### src/rtl/vend_controller_if.sv
// Coin, selection, dispense and change-hopper signals of the vending front end.
// The slave modport is the controller; the master modport is the machine around it.
interface vend_controller_if;
  logic       coin0_valid;
  logic [1:0] coin0_val;
  logic       coin0_ready;
  logic       coin1_valid;
  logic [1:0] coin1_val;
  logic       coin1_ready;
  logic       coin_reject;
  logic       sel_valid;
  logic [1:0] sel_item;
  logic       cancel;
  logic       short_credit;
  logic       vend_req;
  logic [1:0] vend_item;
  logic       vend_ack;
  logic       chg_req;
  logic [1:0] chg_coin;
  logic       chg_ack;
  logic [4:0] credit;
  logic       busy;

  modport slave (
    input  coin0_valid, coin0_val, coin1_valid, coin1_val,
    input  sel_valid, sel_item, cancel, vend_ack, chg_ack,
    output coin0_ready, coin1_ready, coin_reject, short_credit,
    output vend_req, vend_item, chg_req, chg_coin, credit, busy
  );

  modport master (
    output coin0_valid, coin0_val, coin1_valid, coin1_val,
    output sel_valid, sel_item, cancel, vend_ack, chg_ack,
    input  coin0_ready, coin1_ready, coin_reject, short_credit,
    input  vend_req, vend_item, chg_req, chg_coin, credit, busy
  );
endinterface

### src/rtl/vend_controller.sv
// Vending front end: two-slot coin arbitration, credit bookkeeping, dispense
// handshake and coin-by-coin change payout. Credit is in 5-cent units.
//
// state  | meaning
// IDLE   | accepting coins, selections and cancel
// VEND   | dispense requested, waiting for vend_ack
// CHANGE | paying out credit one coin per chg_ack
module vend_controller #(
  parameter int PRICE0     = 3,
  parameter int PRICE1     = 4,
  parameter int PRICE2     = 5,
  parameter int MAX_CREDIT = 20
) (
  input  logic              clk,
  input  logic              rst_n,
  vend_controller_if.slave  bus
);

  typedef enum logic [1:0] {IDLE, VEND, CHANGE} state_t;

  state_t     state, state_nxt;
  logic [4:0] credit, credit_nxt;
  logic [1:0] item, item_nxt;
  logic       rr, rr_nxt;
  logic       reject, reject_nxt;
  logic       short, short_nxt;

  logic       room, can_coin, ready0, ready1, grant0, grant1;
  logic [1:0] coin_code;
  logic [4:0] coin_units, price, chg_units;
  logic       item_ok;

  always_comb begin
    room     = ({1'b0, credit} + 6'd2) <= 6'(MAX_CREDIT);
    // Gating with rst_n keeps the ready outputs low while reset is held.
    can_coin = rst_n && (state == IDLE) && !bus.sel_valid && room;
    ready0   = can_coin && (!bus.coin1_valid || !rr);
    ready1   = can_coin && (!bus.coin0_valid || rr);
    grant0   = ready0 && bus.coin0_valid;
    grant1   = ready1 && bus.coin1_valid;
    coin_code = grant1 ? bus.coin1_val : bus.coin0_val;
    case (coin_code)
      2'b01:   coin_units = 5'd1;
      2'b10:   coin_units = 5'd2;
      default: coin_units = 5'd0;
    endcase
    item_ok = (bus.sel_item != 2'd3);
    case (bus.sel_item)
      2'd0:    price = 5'(PRICE0);
      2'd1:    price = 5'(PRICE1);
      2'd2:    price = 5'(PRICE2);
      default: price = 5'd0;
    endcase
    chg_units = (credit >= 5'd2) ? 5'd2 : 5'd1;
  end

  always_comb begin
    state_nxt  = state;
    credit_nxt = credit;
    item_nxt   = item;
    rr_nxt     = rr;
    reject_nxt = 1'b0;
    short_nxt  = 1'b0;
    case (state)
      IDLE: begin
        if (bus.sel_valid) begin
          if (item_ok && (credit >= price)) begin
            credit_nxt = credit - price;
            item_nxt   = bus.sel_item;
            state_nxt  = VEND;
          end else begin
            short_nxt = 1'b1;
          end
        end else begin
          if (grant0 || grant1) begin
            credit_nxt = credit + coin_units;
            reject_nxt = (coin_units == 5'd0);
            rr_nxt     = !grant1;
          end
          if (bus.cancel && (credit != 5'd0)) state_nxt = CHANGE;
        end
      end
      VEND: begin
        if (bus.vend_ack) state_nxt = (credit != 5'd0) ? CHANGE : IDLE;
      end
      CHANGE: begin
        if (bus.chg_ack) begin
          credit_nxt = credit - chg_units;
          if (credit == chg_units) state_nxt = IDLE;
        end
      end
      default: state_nxt = IDLE;
    endcase
  end

  always_ff @(posedge clk or negedge rst_n) begin
    if (!rst_n) begin
      state  <= IDLE;
      credit <= '0;
      item   <= '0;
      rr     <= 1'b0;
      reject <= 1'b0;
      short  <= 1'b0;
    end else begin
      state  <= state_nxt;
      credit <= credit_nxt;
      item   <= item_nxt;
      rr     <= rr_nxt;
      reject <= reject_nxt;
      short  <= short_nxt;
    end
  end

  assign bus.coin0_ready  = ready0;
  assign bus.coin1_ready  = ready1;
  assign bus.coin_reject  = reject;
  assign bus.short_credit = short;
  assign bus.vend_req     = (state == VEND);
  assign bus.vend_item    = item;
  assign bus.chg_req      = (state == CHANGE);
  assign bus.chg_coin     = (state != CHANGE) ? 2'b00 : ((credit >= 5'd2) ? 2'b10 : 2'b01);
  assign bus.credit       = credit;
  assign bus.busy         = (state != IDLE);

endmodule

### src/flat_wrapper.sv
// flat-port wrapper written by rule: the top's interface ports become plain ports
module vend_controller_flat 
#(
  parameter int PRICE0     = 3,
  parameter int PRICE1     = 4,
  parameter int PRICE2     = 5,
  parameter int MAX_CREDIT = 20
)
  (clk, rst_n, bus_coin0_valid, bus_coin0_val, bus_coin1_valid, bus_coin1_val, bus_sel_valid, bus_sel_item, bus_cancel, bus_vend_ack, bus_chg_ack, bus_coin0_ready, bus_coin1_ready, bus_coin_reject, bus_short_credit, bus_vend_req, bus_vend_item, bus_chg_req, bus_chg_coin, bus_credit, bus_busy);
  vend_controller_if bus_i ();
  input  logic clk;
  input  logic rst_n;
  input wire logic [$bits(bus_i.coin0_valid)-1:0] bus_coin0_valid;
  input wire logic [$bits(bus_i.coin0_val)-1:0] bus_coin0_val;
  input wire logic [$bits(bus_i.coin1_valid)-1:0] bus_coin1_valid;
  input wire logic [$bits(bus_i.coin1_val)-1:0] bus_coin1_val;
  input wire logic [$bits(bus_i.sel_valid)-1:0] bus_sel_valid;
  input wire logic [$bits(bus_i.sel_item)-1:0] bus_sel_item;
  input wire logic [$bits(bus_i.cancel)-1:0] bus_cancel;
  input wire logic [$bits(bus_i.vend_ack)-1:0] bus_vend_ack;
  input wire logic [$bits(bus_i.chg_ack)-1:0] bus_chg_ack;
  output wire logic [$bits(bus_i.coin0_ready)-1:0] bus_coin0_ready;
  output wire logic [$bits(bus_i.coin1_ready)-1:0] bus_coin1_ready;
  output wire logic [$bits(bus_i.coin_reject)-1:0] bus_coin_reject;
  output wire logic [$bits(bus_i.short_credit)-1:0] bus_short_credit;
  output wire logic [$bits(bus_i.vend_req)-1:0] bus_vend_req;
  output wire logic [$bits(bus_i.vend_item)-1:0] bus_vend_item;
  output wire logic [$bits(bus_i.chg_req)-1:0] bus_chg_req;
  output wire logic [$bits(bus_i.chg_coin)-1:0] bus_chg_coin;
  output wire logic [$bits(bus_i.credit)-1:0] bus_credit;
  output wire logic [$bits(bus_i.busy)-1:0] bus_busy;
  assign bus_i.coin0_valid = bus_coin0_valid;
  assign bus_i.coin0_val = bus_coin0_val;
  assign bus_i.coin1_valid = bus_coin1_valid;
  assign bus_i.coin1_val = bus_coin1_val;
  assign bus_i.sel_valid = bus_sel_valid;
  assign bus_i.sel_item = bus_sel_item;
  assign bus_i.cancel = bus_cancel;
  assign bus_i.vend_ack = bus_vend_ack;
  assign bus_i.chg_ack = bus_chg_ack;
  assign bus_coin0_ready = bus_i.coin0_ready;
  assign bus_coin1_ready = bus_i.coin1_ready;
  assign bus_coin_reject = bus_i.coin_reject;
  assign bus_short_credit = bus_i.short_credit;
  assign bus_vend_req = bus_i.vend_req;
  assign bus_vend_item = bus_i.vend_item;
  assign bus_chg_req = bus_i.chg_req;
  assign bus_chg_coin = bus_i.chg_coin;
  assign bus_credit = bus_i.credit;
  assign bus_busy = bus_i.busy;
  vend_controller #(.PRICE0(PRICE0), .PRICE1(PRICE1), .PRICE2(PRICE2), .MAX_CREDIT(MAX_CREDIT)) u_core (.clk(clk), .rst_n(rst_n), .bus(bus_i));
endmodule
### config.mk
export PLATFORM = sky130hd
export DESIGN_NAME = vend_controller_flat
export DESIGN_NICKNAME = d
export VERILOG_FILES = /design/src/rtl/vend_controller_if.sv /design/src/rtl/vend_controller.sv /design/src/flat_wrapper.sv
export SDC_FILE = /design/constraint.sdc
export NUM_CORES = 1
export LEC_CHECK = 0
export ABC_AREA = 1
export CAP_MARGIN = 15
export CORE_MARGIN = 5
export CORE_UTILIZATION = 51
export CTS_CLUSTER_DIAMETER = 200
export CTS_CLUSTER_SIZE = 20
export DETAILED_ROUTE_END_ITERATION = 8
export GPL_TIMING_DRIVEN = 0
export HOLD_SLACK_MARGIN = 0.06
export PLACE_DENSITY = 0.81
export SLEW_MARGIN = 20
export SYNTH_ARGS = -nofsm -noshare
export SYNTH_HDL_FRONTEND = slang
export SYNTH_SLANG_ARGS = --single-unit
export TNS_END_PERCENT = 10
### constraint.sdc
create_clock -name clk -period 3.4 [get_ports clk]
set_input_delay 0.68 -clock clk [delete_from_list [all_inputs] [get_ports clk]]
set_output_delay 0.68 -clock clk [all_outputs]
set_load 0.03 [all_outputs]
# Word level (Yosys, flattened, before mapping)
# Cells that the tools add are included.
[totals] reg_bits=12 in_bits=14 out_inout_bits=16
[classes] n_addsub=4 n_lt_le_gt_ge=3 eq_ne=15 n_mux=25 bitwise_logic=1 n_reduce_logical=27
[op_table] cell="$mux W2" count=11
[op_table] cell="$mux W5" count=4
[op_table] cell="$pmux W5 S2" count=1
[op_table] cell="$logic_and A1 B1 Y1" count=9
[op_table] cell="$ne A3 B3 Y1 const B" count=3
[op_table] cell="$pmux W3 S3" count=1
[op_table] cell="$ne A2 B2 Y1 const B" count=4
[op_table] cell="$add A5 B2 Y6 const B" count=1
[op_table] cell="$eq A2 B1 Y1 const B" count=3
[op_table] cell="$eq A2 B2 Y1 const B" count=3
[op_table] cell="$le A6 B5 Y1 const B" count=1
[op_table] cell="$mux W1" count=6
[op_table] cell="$pmux W2 S3" count=1
[op_table] cell="$reduce_and A3 Y1" count=2
[op_table] cell="$add A5 B2 Y5" count=1
[op_table] cell="$eq A5 B5 Y1" count=1
[op_table] cell="$ge A5 B2 Y1 const B" count=1
[op_table] cell="$ge A5 B3 Y1" count=1
[op_table] cell="$logic_not A1 Y1" count=5
[op_table] cell="$logic_not A5 Y1" count=1
[op_table] cell="$reduce_and A5 Y1" count=1
[op_table] cell="$reduce_bool A5 Y1" count=1
[op_table] cell="$sub A5 B3 Y5" count=1
[op_table] cell="$sub A5 B5 Y5" count=1
[op_table] cell="other kinds (7)" count=11

# Longest topological paths before layout
[logic_depth] ltp_word=13 depth_mapped=26 ltp_nobuf=25

# Worst setup path before layout
# Ideal clock, no wire load.
[synth_timing] path_kind="register to register" from="register u_core.credit[1] (netlist: u_core.bus.credit[1])" to="register u_core.credit[4] (netlist: u_core.bus.credit[4])" setup_time_ns=0.065 t_arrival_ns=3.404 t_required_ns=3.335 path_slack_ns=-0.069 stages_incl_launch_ff=22 cell_sequence="dfrtp_1 -> inv_1 -> ha_1 -> nand2_1 -> o21ai_0 -> nand2_2 -> nand2_2 -> a21oi_4 -> nand3_1 -> nand2_2 -> inv_2 -> ha_1 -> ha_1 -> fa_1 -> nand3_1 -> xor2_1 -> nand2_1 -> nand2_1 -> nand2_1 -> nand2_1 -> nand3_1 -> nand2_1"
[synth_between] elab_chain_len=12
[synth_rtl] item="start, declared" line_no="vend_controller.sv:22" rtl="logic [4:0] credit, credit_nxt;"
[synth_rtl] item="start signal, assigned" line_no="vend_controller.sv:106" rtl="credit <= credit_nxt;"
[synth_rtl] item="$add A5 B2 Y6 *" line_no="vend_controller.sv:34" rtl="room = ({1'b0, credit} + 6'd2) <= 6'(MAX_CREDIT);"
[synth_rtl] item="$le A6 B5 Y1 *" line_no="vend_controller.sv:34"
[synth_rtl] item="$logic_and A1 B1 Y1 *" line_no="vend_controller.sv:36" rtl="can_coin = rst_n && (state == IDLE) && !bus.sel_valid && room;"
[synth_rtl] item="$logic_and A1 B1 Y1 *" line_no="vend_controller.sv:38" rtl="ready1 = can_coin && (!bus.coin0_valid || rr);"
[synth_rtl] item="via bus_coin1_ready" line_no="flat_wrapper.sv:23" rtl="output wire logic [$bits(bus_i.coin1_ready)-1:0] bus_coin1_ready;"
[synth_rtl] item="$logic_and A1 B1 Y1 *" line_no="vend_controller.sv:40" rtl="grant1 = ready1 && bus.coin1_valid;"
[synth_rtl] item="$mux W2" line_no="vend_controller.sv:41" rtl="coin_code = grant1 ? bus.coin1_val : bus.coin0_val;"
[synth_rtl] item="$eq A2 B2 Y1 / $eq A2 B1 Y1 (equally long branches)" line_no="vend_controller.sv:42" rtl="case (coin_code)"
[synth_rtl] item="$pmux W2 S2" line_no="vend_controller.sv:42"
[synth_rtl] item="$add A5 B2 Y5" line_no="vend_controller.sv:76" rtl="credit_nxt = credit + coin_units;"
[synth_rtl] item="$mux W5" line_no="vend_controller.sv:75" rtl="if (grant0 || grant1) begin"
[synth_rtl] item="$mux W5" line_no="vend_controller.sv:66" rtl="if (bus.sel_valid) begin"
[synth_rtl] item="$pmux W5 S2" line_no="vend_controller.sv:64" rtl="case (state)"
# Mark *: on every way through the listed nets, which the timed path passes. The rest lies on a longest branch. The select of a mux whose other input is x is not followed.
# A chain may end at the register's enable or synchronous reset.

# Worst setup path after layout
[layout_timing] from="register u_core.credit[2] (netlist: u_core.bus.credit[2])" to="register u_core.credit[4] (netlist: u_core.bus.credit[4])"
[layout_between] elab_chain_len=12
[layout_rtl] item="$add A5 B2 Y6" line_no="vend_controller.sv:34"
[layout_rtl] item="$le A6 B5 Y1" line_no="vend_controller.sv:34"
[layout_rtl] item="$logic_and A1 B1 Y1" line_no="vend_controller.sv:36"
[layout_rtl] item="$logic_and A1 B1 Y1" line_no="vend_controller.sv:38"
[layout_rtl] item="$logic_and A1 B1 Y1" line_no="vend_controller.sv:40"
[layout_rtl] item="$mux W2" line_no="vend_controller.sv:41"
[layout_rtl] item="$eq A2 B2 Y1 / $eq A2 B1 Y1 (equally long branches)" line_no="vend_controller.sv:42"
[layout_rtl] item="$pmux W2 S2" line_no="vend_controller.sv:42"
[layout_rtl] item="$add A5 B2 Y5" line_no="vend_controller.sv:76"
[layout_rtl] item="$mux W5" line_no="vend_controller.sv:75"
[layout_rtl] item="$mux W5" line_no="vend_controller.sv:66"
[layout_rtl] item="$pmux W5 S2" line_no="vend_controller.sv:64"
# Several ways; a longest one is shown, not always the timed one. The select of a mux whose other input is x is not followed.

==> impl_metrics.yaml <==
placed_design:
  gp_congestion: 0.9280
  dpl.hpwl_um: 2520
  placed_area_mm2: 0.001673
  portBuffers: 28
  place_inst: 262
power:
  power_mw: 1.634
  total_leakage_power_nw: 0.9430
  p_sw_mw: 0.8610
  power.clock.fraction_pct: 7.0
  pwr-share-comb_pct: 76.4
  p_int_mw: 0.7732
  powerDensity_mw_per_mm2: 929.0
  seqPwrFrac_pct: 16.6
  ir_drop_uv: 726.2
  sw_frac_of_total_pct: 52.69
finish:
  fin_cells: 272
  final_common_cell: "nand2_1"
  design_area_mm2: 0.001759
  area_growth_pct: 29.94
  num-fill-cells: 210
  post-route-util_pct: 70.37
  multi_input_area_um2: 899.6
  mostFrequentLayoutCells: "67 x nand2_1, 28 x inv_1, 27 x clkdlybuf4s50_1, 17 x nor2_1, 14 x ha_1"
  final-seq-area_um2: 302.8
  drive_gt1_share_pct: 14.88
  nets: 274
  diodes: 0
sta:
  finalSetupViolCount: 0
  relSlewSlack_pct: 77.60
  fin_crit_sh_pct: 92.38
  max_freq_ghz: 0.3184
  finalHoldViolCount: 0
  period_minus_slack_ns: 3.141
  whs_ns: 0.2674
  maxSlewViolCount: 0
  finalClockSkew_ns: 0.005825
  tightest_slew_ns: 0.3352
routing:
  initialDrtViolationCount: 38
  vias: 1342
  routedWlPerCell_um: 11.74
  wl_um: 3193
  routed_via_density: 4.934
  drt_pass1_iterations: 4
  drc: 0
  ant_nets: 0
grt:
  grt_use_total_pct: 17.73
  first_global_vias: 1129
  grt_max_degree: 14
  grt_pass1_wl_um: 4857
  overflow: 0
  antenna_found_initial: 0
floorplan:
  die_h_um: 61.52
  ios: 30
  dieArea_mm2: 0.003785
  start_util_pct: 54.15
  core_area_mm2: 0.002500
  rows: 18
  die_width_um: 61.52
worst_setup_path:
  path_cells: "buf_6 -> inv_1 -> ha_1 -> nand2_1 -> o21ai_0 -> nand2_2 -> nand2_2 -> a21oi_4 -> nand3_1 -> nand2_2 -> inv_2 -> ha_1 -> ha_1 -> fa_2 -> nand3_1 -> xor2_1 -> nand2_1 -> nand2_1 -> nand2_1 -> nand2_1 -> nand3_1 -> nand2_1"
  cp.arrival_ns: 3.36
  critical_path_class: "reg -> reg"
  critPathRequiredTime_ns: 3.62
  cp_common_cell: "nand2_1"
  end_kind: "flop"
  crit_slowest_cell: "dfrtp_2"
  start_kind: "flop"
  cpPeakStageDelay_ns: 0.43
  critPathMaxFanout: 10
synthesis:
  ys_types: 25
  synth_compound_area_share_pct: 6.839
  ys_ff_latch: 12
  synth_edf_count: 0
  syn_nets: 235
  synthSimpleGateAreaFrac_pct: 38.17
  synthAdderAreaFrac_pct: 17.38
  synth_xor_area_share_pct: 3.882
  yosysTopAreaCellShare_pct: 22.18
  avgSynthCellArea_um2: 6.636
  ys_top_cells_by_area: "dfrtp_1 22%, nand2_1 19%, ha_1 13%"
  muxShareOfSynthArea_pct: 0
  yosysTopAreaCell: "dfrtp_1"
  ys_warn_count: 0
  async_reset_ff_share_pct: 100.0
  netlist_area_mm2: 0.001354
  synth_top_family_by_area: "simple AND/OR/NAND/NOR gates"
  synthCells: 204
  seq_area_frac_synth_pct: 22.18
  ys.flop_type: "dfrtp_1"
status:
  outcome: "finished, final reports clean"
clocking:
  cts_sinks: 12
  cts_buffer_depth: 2
  cts_tree: "done"
  cts.clk_slew.worst_paths_ns: 0.08
  clock_latency_ns: 0.28
  htreeDepth: 1
  clock-root-buffer: "clkbuf_4"
  hold_buffers: 0
  cts_inserted_buffers: 3
job:
  maxCapViolations: 0
worst_hold_path:
  hold_class: "in -> async"
[worst max-delay path: cells and delay by family (launching register included)]
family	cells	cell delay [ns]
adders and majority gates	4	1.00
and+or+nand+nor	12	0.98
DFF	1	0.43
buffers and inverters	3	0.26
AOI/OAI and AO/OA	2	0.26
xor gates and xnor gates	1	0.16
[final cells by class]
type | instances | area share, %
flip-flops and latches | 12 | 17.21
well taps | 30 | 2.134
multi-input cells | 155 | 51.14
repair buffers | 34 | 18.21
clock buffers | 4 | 2.063
inverters | 33 | 7.041
plain buffers | 4 | 2.205
[cell usage after synthesis (2+ instances only)]
cell type / n
o21ai_0: 9
nand4_1: 4
inv_2: 5
a21oi_1: 4
or2_2: 2
xnor2_1: 2
dfrtp_1: 12
xor2_1: 4
buf_2: 2
nor2_1: 17
inv_1: 28
nand2_2: 6
fa_1: 3
nand3_1: 12
nand3_2: 2
nor3_1: 3
buf_6: 2
ha_1: 14
nand2_1: 67
[worst paths after layout]
check | cells after the start | end | slack, ns | start
min in group clk | 2 | u_core.bus.vend_item[0] | 0.50 | u_core.bus.vend_item[0]
max in group asynchronous | 1 | u_core.bus.credit[1] | 2.88 | rst_n
min reg2reg | 2 | u_core.bus.vend_item[0] | 0.50 | u_core.bus.vend_item[0]
max | 22 | u_core.bus.credit[4] | 0.26 | u_core.bus.credit[2]
min | 1 | u_core.bus.credit[0] | 0.27 | rst_n
max reg2reg | 22 | u_core.bus.credit[4] | 0.26 | u_core.bus.credit[2]
[routing by layer]
layer / wire [µm] / vias to the layer above / GRT usage, %
met5: 0 / - / 0
met4: 28 / 0 / 4.545
met3: 230 / 4 / 4.612
met2: 1522 / 39 / 29.75
met1: 1412 / 592 / 22.62
li1: - / 707 / -
[power groups by stage]
stage / Combinational (mW) / Sequential, mW / Clock [mW]
4_1_cts: 1.17 / 0.283 / 0.114
2_1_floorplan: 0.757 / 0.355 / 0
3_5_place_dp: 1.17 / 0.284 / 0
6_report: 1.25 / 0.271 / 0.115
5_1_grt: 1.39 / 0.275 / 0.120
3_3_place_gp: 1.14 / 0.286 / 0
[through the flow]
step / TNS, ns / setup WS [ns]
final: 0 / 0.2590
after detailed placement: -1.270 / -0.4040
after global placement: -1.151 / -0.3627
after global routing: -0.007107 / -0.007107
after floorplan: 0 / 0.01596
after CTS: 0 / 0.009302
[sequential cells by signal, indices dropped and copies added, names as in the netlist]
signal	flops
u_core.bus.coin_reject	1
u_core.rr	1
u_core.state	2
u_core.bus.vend_item	2
u_core.bus.credit	5
u_core.bus.short_credit	1
[kinds of logic (layout without fill, tap and decap cells)]
group / count (synthesis) / count (layout)
buffers and inverters: 37 / 75
adders and majority gates: 17 / 17
and+or+nand+nor: 116 / 116
xor gates and xnor gates: 6 / 6
DFF: 12 / 12
AOI/OAI and AO/OA: 16 / 16
[timing repair]
item                       CTS  global route
resized for setup            1             7
pin swaps                    0             1
setup endpoints to repair    5             5
setup buffers                0             6
No activity file was read; power rests on OpenSTA's default activity.
